**config.mk**
```make
export PLATFORM = sky130hd
export DESIGN_NAME = sipo_deframer_flat
export DESIGN_NICKNAME = d
export VERILOG_FILES = /design/src/rtl/sipo_deframer_pkg.sv /design/src/rtl/sipo_deframer_if.sv /design/src/rtl/sipo_out_reg.sv /design/src/rtl/sipo_deframer.sv /design/src/flat_wrapper.sv
export SDC_FILE = /design/constraint.sdc
export NUM_CORES = 1
export LEC_CHECK = 0
export BUFFER_PORTS_ARGS = -buffer_cell sky130_fd_sc_hd__buf_2
export CAP_MARGIN = 20
export CELL_PAD_IN_SITES_DETAIL_PLACEMENT = 0
export CELL_PAD_IN_SITES_GLOBAL_PLACEMENT = 1
export CORE_MARGIN = 3
export CORE_UTILIZATION = 23
export DETAILED_ROUTE_END_ITERATION = 7
export GPL_TIMING_DRIVEN = 1
export PLACE_DENSITY_LB_ADDON = 0.15
export SLEW_MARGIN = 20
export SYNTH_ARGS = -nofsm -noshare
export SYNTH_HDL_FRONTEND = slang
export SYNTH_SLANG_ARGS = --single-unit
```
**constraint.sdc**
```tcl
create_clock -name clk -period 2 [get_ports clk]
set_clock_uncertainty 0.05 [all_clocks]
set_input_delay 0.1 -clock clk [delete_from_list [all_inputs] [get_ports clk]]
set_output_delay 0.1 -clock clk [all_outputs]
set_load 0.02 [all_outputs]
```
**src/rtl/sipo_deframer_pkg.sv**
```systemverilog
// Shared definitions for the SIPO deframer and its upstream PISO partner.
// Both ends take their word width and state encoding from here.
package sipo_deframer_pkg;

  localparam int DEFAULT_WIDTH = 4;

  typedef enum logic {
    IDLE  = 1'b0,
    SHIFT = 1'b1
  } state_t;

endpackage

```
**src/rtl/sipo_deframer_if.sv**
```systemverilog
// Serial-in / parallel-out bundle: the serial bit stream in, the held word out.
// The master side is the producer/consumer environment, the slave side is the deframer.
interface sipo_deframer_if #(parameter int WIDTH = sipo_deframer_pkg::DEFAULT_WIDTH);

  logic             din;
  logic             bit_vld;
  logic             sof;
  logic             out_rdy;
  logic [WIDTH-1:0] dout;
  logic             out_vld;
  logic             busy;
  logic             frame_err;
  logic             ovf;

  modport master (
    output din, bit_vld, sof, out_rdy,
    input  dout, out_vld, busy, frame_err, ovf
  );

  modport slave (
    input  din, bit_vld, sof, out_rdy,
    output dout, out_vld, busy, frame_err, ovf
  );

endinterface

```
**src/rtl/sipo_out_reg.sv**
```systemverilog
// One-entry valid/ready holding register for completed words.
// A word arriving while the entry is full and not being popped is dropped and flagged.
module sipo_out_reg #(
  parameter int WIDTH = sipo_deframer_pkg::DEFAULT_WIDTH
) (
  input  logic             clk,
  input  logic             res,
  input  logic             i_wr,
  input  logic [WIDTH-1:0] i_word,
  input  logic             i_rdy,
  output logic [WIDTH-1:0] o_dout,
  output logic             o_vld,
  output logic             o_ovf
);

  logic [WIDTH-1:0] r_dout;
  logic             r_vld;
  logic             r_ovf;
  logic             w_pop;

  assign w_pop = r_vld & i_rdy;

  // A pop in the same cycle frees the slot, so a completing word may replace it.
  always_ff @(posedge clk) begin
    if (res) begin
      r_dout <= '0;
      r_vld  <= 1'b0;
      r_ovf  <= 1'b0;
    end else begin
      r_ovf <= 1'b0;
      if (i_wr) begin
        if (!r_vld || w_pop) begin
          r_dout <= i_word;
          r_vld  <= 1'b1;
        end else begin
          r_ovf <= 1'b1;
        end
      end else if (w_pop) begin
        r_vld <= 1'b0;
      end
    end
  end

  assign o_dout = r_dout;
  assign o_vld  = r_vld;
  assign o_ovf  = r_ovf;

endmodule

```
**src/rtl/sipo_deframer.sv**
```systemverilog
// Reassembles the PISO serial stream into WIDTH-bit words, framed by sof.
// The shift/count FSM lives here; completed words go to the holding register.
module sipo_deframer
  import sipo_deframer_pkg::*;
#(
  parameter int WIDTH     = DEFAULT_WIDTH,
  parameter bit MSB_FIRST = 1'b1
) (
  input  logic            clk,
  input  logic            res,
  sipo_deframer_if.slave  bus
);

  localparam int CW = $clog2(WIDTH + 1);

  state_t           r_state;
  logic [WIDTH-1:0] r_sr;
  logic [CW-1:0]    r_cnt;
  logic             r_busy;
  logic             r_ferr;

  logic             w_start;
  logic             w_accept;
  logic             w_complete;
  logic [WIDTH-1:0] w_shifted;
  logic [CW-1:0]    w_cnt_next;
  logic [WIDTH-1:0] w_dout;
  logic             w_vld;
  logic             w_ovf;

  // Loop form keeps the shift legal for WIDTH=1, where the slice would be empty.
  function automatic logic [WIDTH-1:0] shiftIn(input logic [WIDTH-1:0] sr, input logic b);
    logic [WIDTH-1:0] v;
    v = '0;
    if (MSB_FIRST) begin
      v[0] = b;
      for (int i = 1; i < WIDTH; i++) v[i] = sr[i-1];
    end else begin
      v[WIDTH-1] = b;
      for (int i = 0; i < WIDTH - 1; i++) v[i] = sr[i+1];
    end
    return v;
  endfunction

  always_comb begin
    w_start    = bus.bit_vld & bus.sof;
    w_accept   = bus.bit_vld & (bus.sof | (r_state == SHIFT));
    w_shifted  = shiftIn(w_start ? '0 : r_sr, bus.din);
    w_cnt_next = w_start ? CW'(1) : r_cnt + CW'(1);
    w_complete = w_accept && (w_cnt_next == CW'(WIDTH));
  end

  always_ff @(posedge clk) begin
    if (res) begin
      r_state <= IDLE;
      r_sr    <= '0;
      r_cnt   <= '0;
      r_busy  <= 1'b0;
      r_ferr  <= 1'b0;
    end else begin
      r_ferr <= w_start && (r_state == SHIFT);
      if (w_accept) begin
        r_sr <= w_shifted;
        if (w_complete) begin
          r_state <= IDLE;
          r_cnt   <= '0;
          r_busy  <= 1'b0;
        end else begin
          r_state <= SHIFT;
          r_cnt   <= w_cnt_next;
          r_busy  <= 1'b1;
        end
      end
    end
  end

  sipo_out_reg #(.WIDTH(WIDTH)) u_out_reg (
    .clk    (clk),
    .res    (res),
    .i_wr   (w_complete),
    .i_word (w_shifted),
    .i_rdy  (bus.out_rdy),
    .o_dout (w_dout),
    .o_vld  (w_vld),
    .o_ovf  (w_ovf)
  );

  assign bus.dout      = w_dout;
  assign bus.out_vld   = w_vld;
  assign bus.ovf       = w_ovf;
  assign bus.busy      = r_busy;
  assign bus.frame_err = r_ferr;

endmodule
```
**src/flat_wrapper.sv**
```systemverilog
// flat-port wrapper written by rule: the top's interface ports become plain ports
module sipo_deframer_flat import sipo_deframer_pkg::*;
#(
  parameter int WIDTH     = DEFAULT_WIDTH,
  parameter bit MSB_FIRST = 1'b1
)
  (clk, res, bus_din, bus_bit_vld, bus_sof, bus_out_rdy, bus_dout, bus_out_vld, bus_busy, bus_frame_err, bus_ovf);
  sipo_deframer_if #(.WIDTH(WIDTH)) bus_i ();
  input  logic clk;
  input  logic res;
  input wire logic [$bits(bus_i.din)-1:0] bus_din;
  input wire logic [$bits(bus_i.bit_vld)-1:0] bus_bit_vld;
  input wire logic [$bits(bus_i.sof)-1:0] bus_sof;
  input wire logic [$bits(bus_i.out_rdy)-1:0] bus_out_rdy;
  output wire logic [$bits(bus_i.dout)-1:0] bus_dout;
  output wire logic [$bits(bus_i.out_vld)-1:0] bus_out_vld;
  output wire logic [$bits(bus_i.busy)-1:0] bus_busy;
  output wire logic [$bits(bus_i.frame_err)-1:0] bus_frame_err;
  output wire logic [$bits(bus_i.ovf)-1:0] bus_ovf;
  assign bus_i.din = bus_din;
  assign bus_i.bit_vld = bus_bit_vld;
  assign bus_i.sof = bus_sof;
  assign bus_i.out_rdy = bus_out_rdy;
  assign bus_dout = bus_i.dout;
  assign bus_out_vld = bus_i.out_vld;
  assign bus_busy = bus_i.busy;
  assign bus_frame_err = bus_i.frame_err;
  assign bus_ovf = bus_i.ovf;
  sipo_deframer #(.WIDTH(WIDTH), .MSB_FIRST(MSB_FIRST)) u_core (.clk(clk), .res(res), .bus(bus_i));
endmodule
```
==> results by group <==
Critical path
  – Crit Path Max Fanout: 4
  – Worst Path Arrival: approximately 1.5 ns
  – Worst Setup End Kind: register
  – Worst flop-to-flop path endpoint: u_core.u_out_reg.o_dout[2]
  – Crit path largest cell delay: 0.34 ns
  – Launch point of the worst reg-to-reg path: u_core.r_cnt[0]
  – Worst path cell trace: ha_1, and2b_1, nand4_4, mux2i_1
  – Setup CP Type: reg2reg
  – CP startpoint: u_core.r_cnt[0]
  – Delay-heaviest family, CP: simple AND/OR/NAND/NOR gates
  – Flop2flop setup slack: 0.60 ns
  – Worst Path Buf+Inv: 0
  – Reg2reg path depth: 4
  – Crit path launch type: register
  – Critical path data required time: 2.13 ns
  – Slowest-stage cell, CP: dfxtp_1

Timing
  – RSZ-0062 raised after global routing: false
  – Total negative setup slack: 0 ns
  – Slew HR: approximately 64%
  – Setup-failing EPs final: 0
  – Max frequency: between 0.7 and 0.8 GHz
  – Fin. Hold Viols: 0
  – Post-layout min period: 1.402 ns
  – Final worst-path cycle share: 70.11%
  – Final Max Tran Viols: 0
  – Worst Max-Slew Pin Slew: 0.5293 ns

Yosys
  – Yosys cell types: 22
  – Netlist Area Pre-Place: 578.1 µm²
  – Register area share after synthesis: 48.48%
  – Net count of the mapped netlist: 64
  – Synth Register Bits: 14
  – Mapped Avg Cell Area: 10.14 µm²
  – Mapped Cells: 57
  – Post-synth top area share: 48.48%
  – Yosys top cell by area: dfxtp_1
  – Syn. warnings: 0
  – Synth area leaders: dfxtp_1, mux2i_1, nand2b_1

Pwr
  – VDD IR max: 0.2829 mV
  – Net Sw Frac: a little under a quarter
  – Clock power frac: 38.7%
  – Pleak: 0.3385 nW
  – Pint: 409.0 µW
  – Psw: 120.5 µW
  – Sequential power share: 54.3%
  – PwrDens: ~750 nW/µm²
  – Comb power frac: 6.9%

Routing
  – Vias: roughly 440
  – Final ANT Viol Nets: 0
  – Drt wl/cell: 11.16 µm
  – DRC: 0
  – Initial detailed-routing violation count: 6
  – DRT Pass-1 Iters: 3
  – Total Wirelength: between 1000 and 1500 µm
  – Vias per inst: 4.370

Cells and area
  – Layout fillers: 266
  – Ant diodes: 0
  – Most common cell after layout, fill and taps aside: dfxtp_1
  – Area grow syn2layout: 22.08%
  – Layout cells sized above 1: between 20% and 30%
  – Reg area: 280.3 µm²
  – Footprint of the multi-input gates: 285.3 µm²
  – Fin cells: 100
  – Final Net Count: 80
  – Most frequent cells in the layout: dfxtp_1, buf_2, nand2b_1

Die
  – Die area: between 3000 and 4000 µm²
  – IO Pins: 14
  – Die height: ~56 µm
  – Number of cell rows: 17
  – Starting density of the core: 25.16%
  – DIE WIDTH: ~56 µm
  – CORE AREA: 2297 µm²

Hold path
  – Worst hold path depth: 3
  – Hold Startpoint: bus_din
  – Worst hold path type: in2reg
  – Hold endpoint: u_core.r_sr[0]

Global routing
  – GRT Resource Usage Total: around 8%
  – Largest net degree at the start of global routing: 17
  – Total grt overflow: 0
  – Vias in the first global route: 384
  – Global-route wire length before repair: roughly 1800 µm
  – Initial antenna violation count: 0

Clock tree
  – Clk sinks: 14
  – Post_cts resized: 0
  – H-Tree Depth: 1
  – Post-CTS setup buffer count: 0
  – Clock Root Buffer: clkbuf_4
  – Clock-pin slew of the registers on the worst-case setup and hold paths: 0.09 ns
  – Maximum root-to-sink buffer count: 2
  – CTS tree: done
  – Post-CTS Hold Buffers: 0
  – CTS Buf Count: 3
  – Clk Latency, worst-skew pair: 0.28 ns

Run
  – Max-Cap Viols: 0

Outcome
  – Outcome: finished clean

Place
  – IO Port Bufs: 13
  – Dpl hpwl: approximately 820 µm
  – Placer Congestion: 0.6783
  – Cell total after placement: 96
-- worst min-delay path: cells and delay by family --
kind | cells | cell delay, ns
simple gates | 1 | 0.07
mux | 1 | 0.06
buf+inv | 1 | 0.09
-- how the worst max path moves through the flow --
stage,to,slack [ns],cells past startpoint
floorplan,u_core.u_out_reg.o_dout[0],0.69,4
global placement,u_core.u_out_reg.o_dout[0],0.61,4
detailed placement,u_core.u_out_reg.o_dout[2],0.60,4
CTS,u_core.u_out_reg.o_dout[2],0.59,4
global route,u_core.u_out_reg.o_dout[1],0.51,4
finish,u_core.u_out_reg.o_dout[2],0.60,4
-- per-stage QoR --
stage / utilization [%] / area (µm²) / setup slack, ns / hold slack (ns) / total power [mW]
CTS: 30.72 / 705.7 / 0.5850 / 0.01590 / 0.5381
global placement: 29.14 / 669.4 / 0.6072 / 0.3046 / 0.3318
global route: 30.72 / 705.7 / 0.5096 / 0.03390 / 0.5555
detailed placement: 29.14 / 669.4 / 0.5987 / 0.3155 / 0.3313
floorplan: - / 578.1 / 0.6864 / 0.1939 / 0.3177
finish: 30.72 / 705.7 / 0.5979 / 0.01465 / 0.5295
-- cells by family (layout without fill, tap and decap cells) --
group / count (synthesis) / in the layout / synth area share, %
adders and majority gates: 1 / 1 / 2.164
and+or+nand+nor: 22 / 22 / 23.16
buffers and inverters: 3 / 18 / 2.162
DFF: 14 / 14 / 48.49
muxes: 5 / 5 / 8.658
AOI/OAI and AO/OA: 11 / 11 / 12.55
xor gates and xnor gates: 1 / 1 / 2.815
-- registers in the layout, indices dropped and copies added, names as in the netlist --
signal and count:
u_core.u_out_reg.o_ovf 1, u_core.u_out_reg.o_vld 1, u_core.u_out_reg.o_dout 4, u_core.r_cnt 3
u_core.bus.frame_err 1, u_core.r_sr 3, u_core.r_state 1
-- cells in the mapped netlist --
cell and number:
a21o_1 1, a21oi_1 4, a22oi_1 3, a311oi_1 1, and2_1 1, and2b_1 1
and3b_1 2, buf_2 1, clkbuf_1 1, dfxtp_1 14, ha_1 1, inv_1 1
mux2i_1 5, nand2_1 4, nand2b_1 6, nand3_1 1, nand4_4 1, nor2_1 5
nor3_1 1, o21ai_1 1, o311ai_0 1, xor2_2 1
-- metal layers --
metal | track usage [%] | wire (µm)
met1 | 10.17 | 585
met2 | 10.35 | 454
met3 | 2.552 | 66
met4 | 6.102 | 10
met5 | 0 | 0
-- area by class of cell --
cell class,instances,area share (%)
Multi-Input combinational cell,40,40.43
Sequential cell,14,39.72
Timing Repair Buffer,13,9.220
Clock buffer,4,5.142
Tap cell,28,4.965
Inverter,1,0.5319
-- power groups by stage --
stage | Combinational, mW | Sequential [mW] | Clock [mW]
floorplan | 0.0224 | 0.295 | 0
global placement | 0.0377 | 0.294 | 0
detailed placement | 0.0372 | 0.294 | 0
CTS | 0.0372 | 0.288 | 0.213
global route | 0.0420 | 0.288 | 0.225
finish | 0.0368 | 0.288 | 0.205
(Power assumes the default switching activity.)
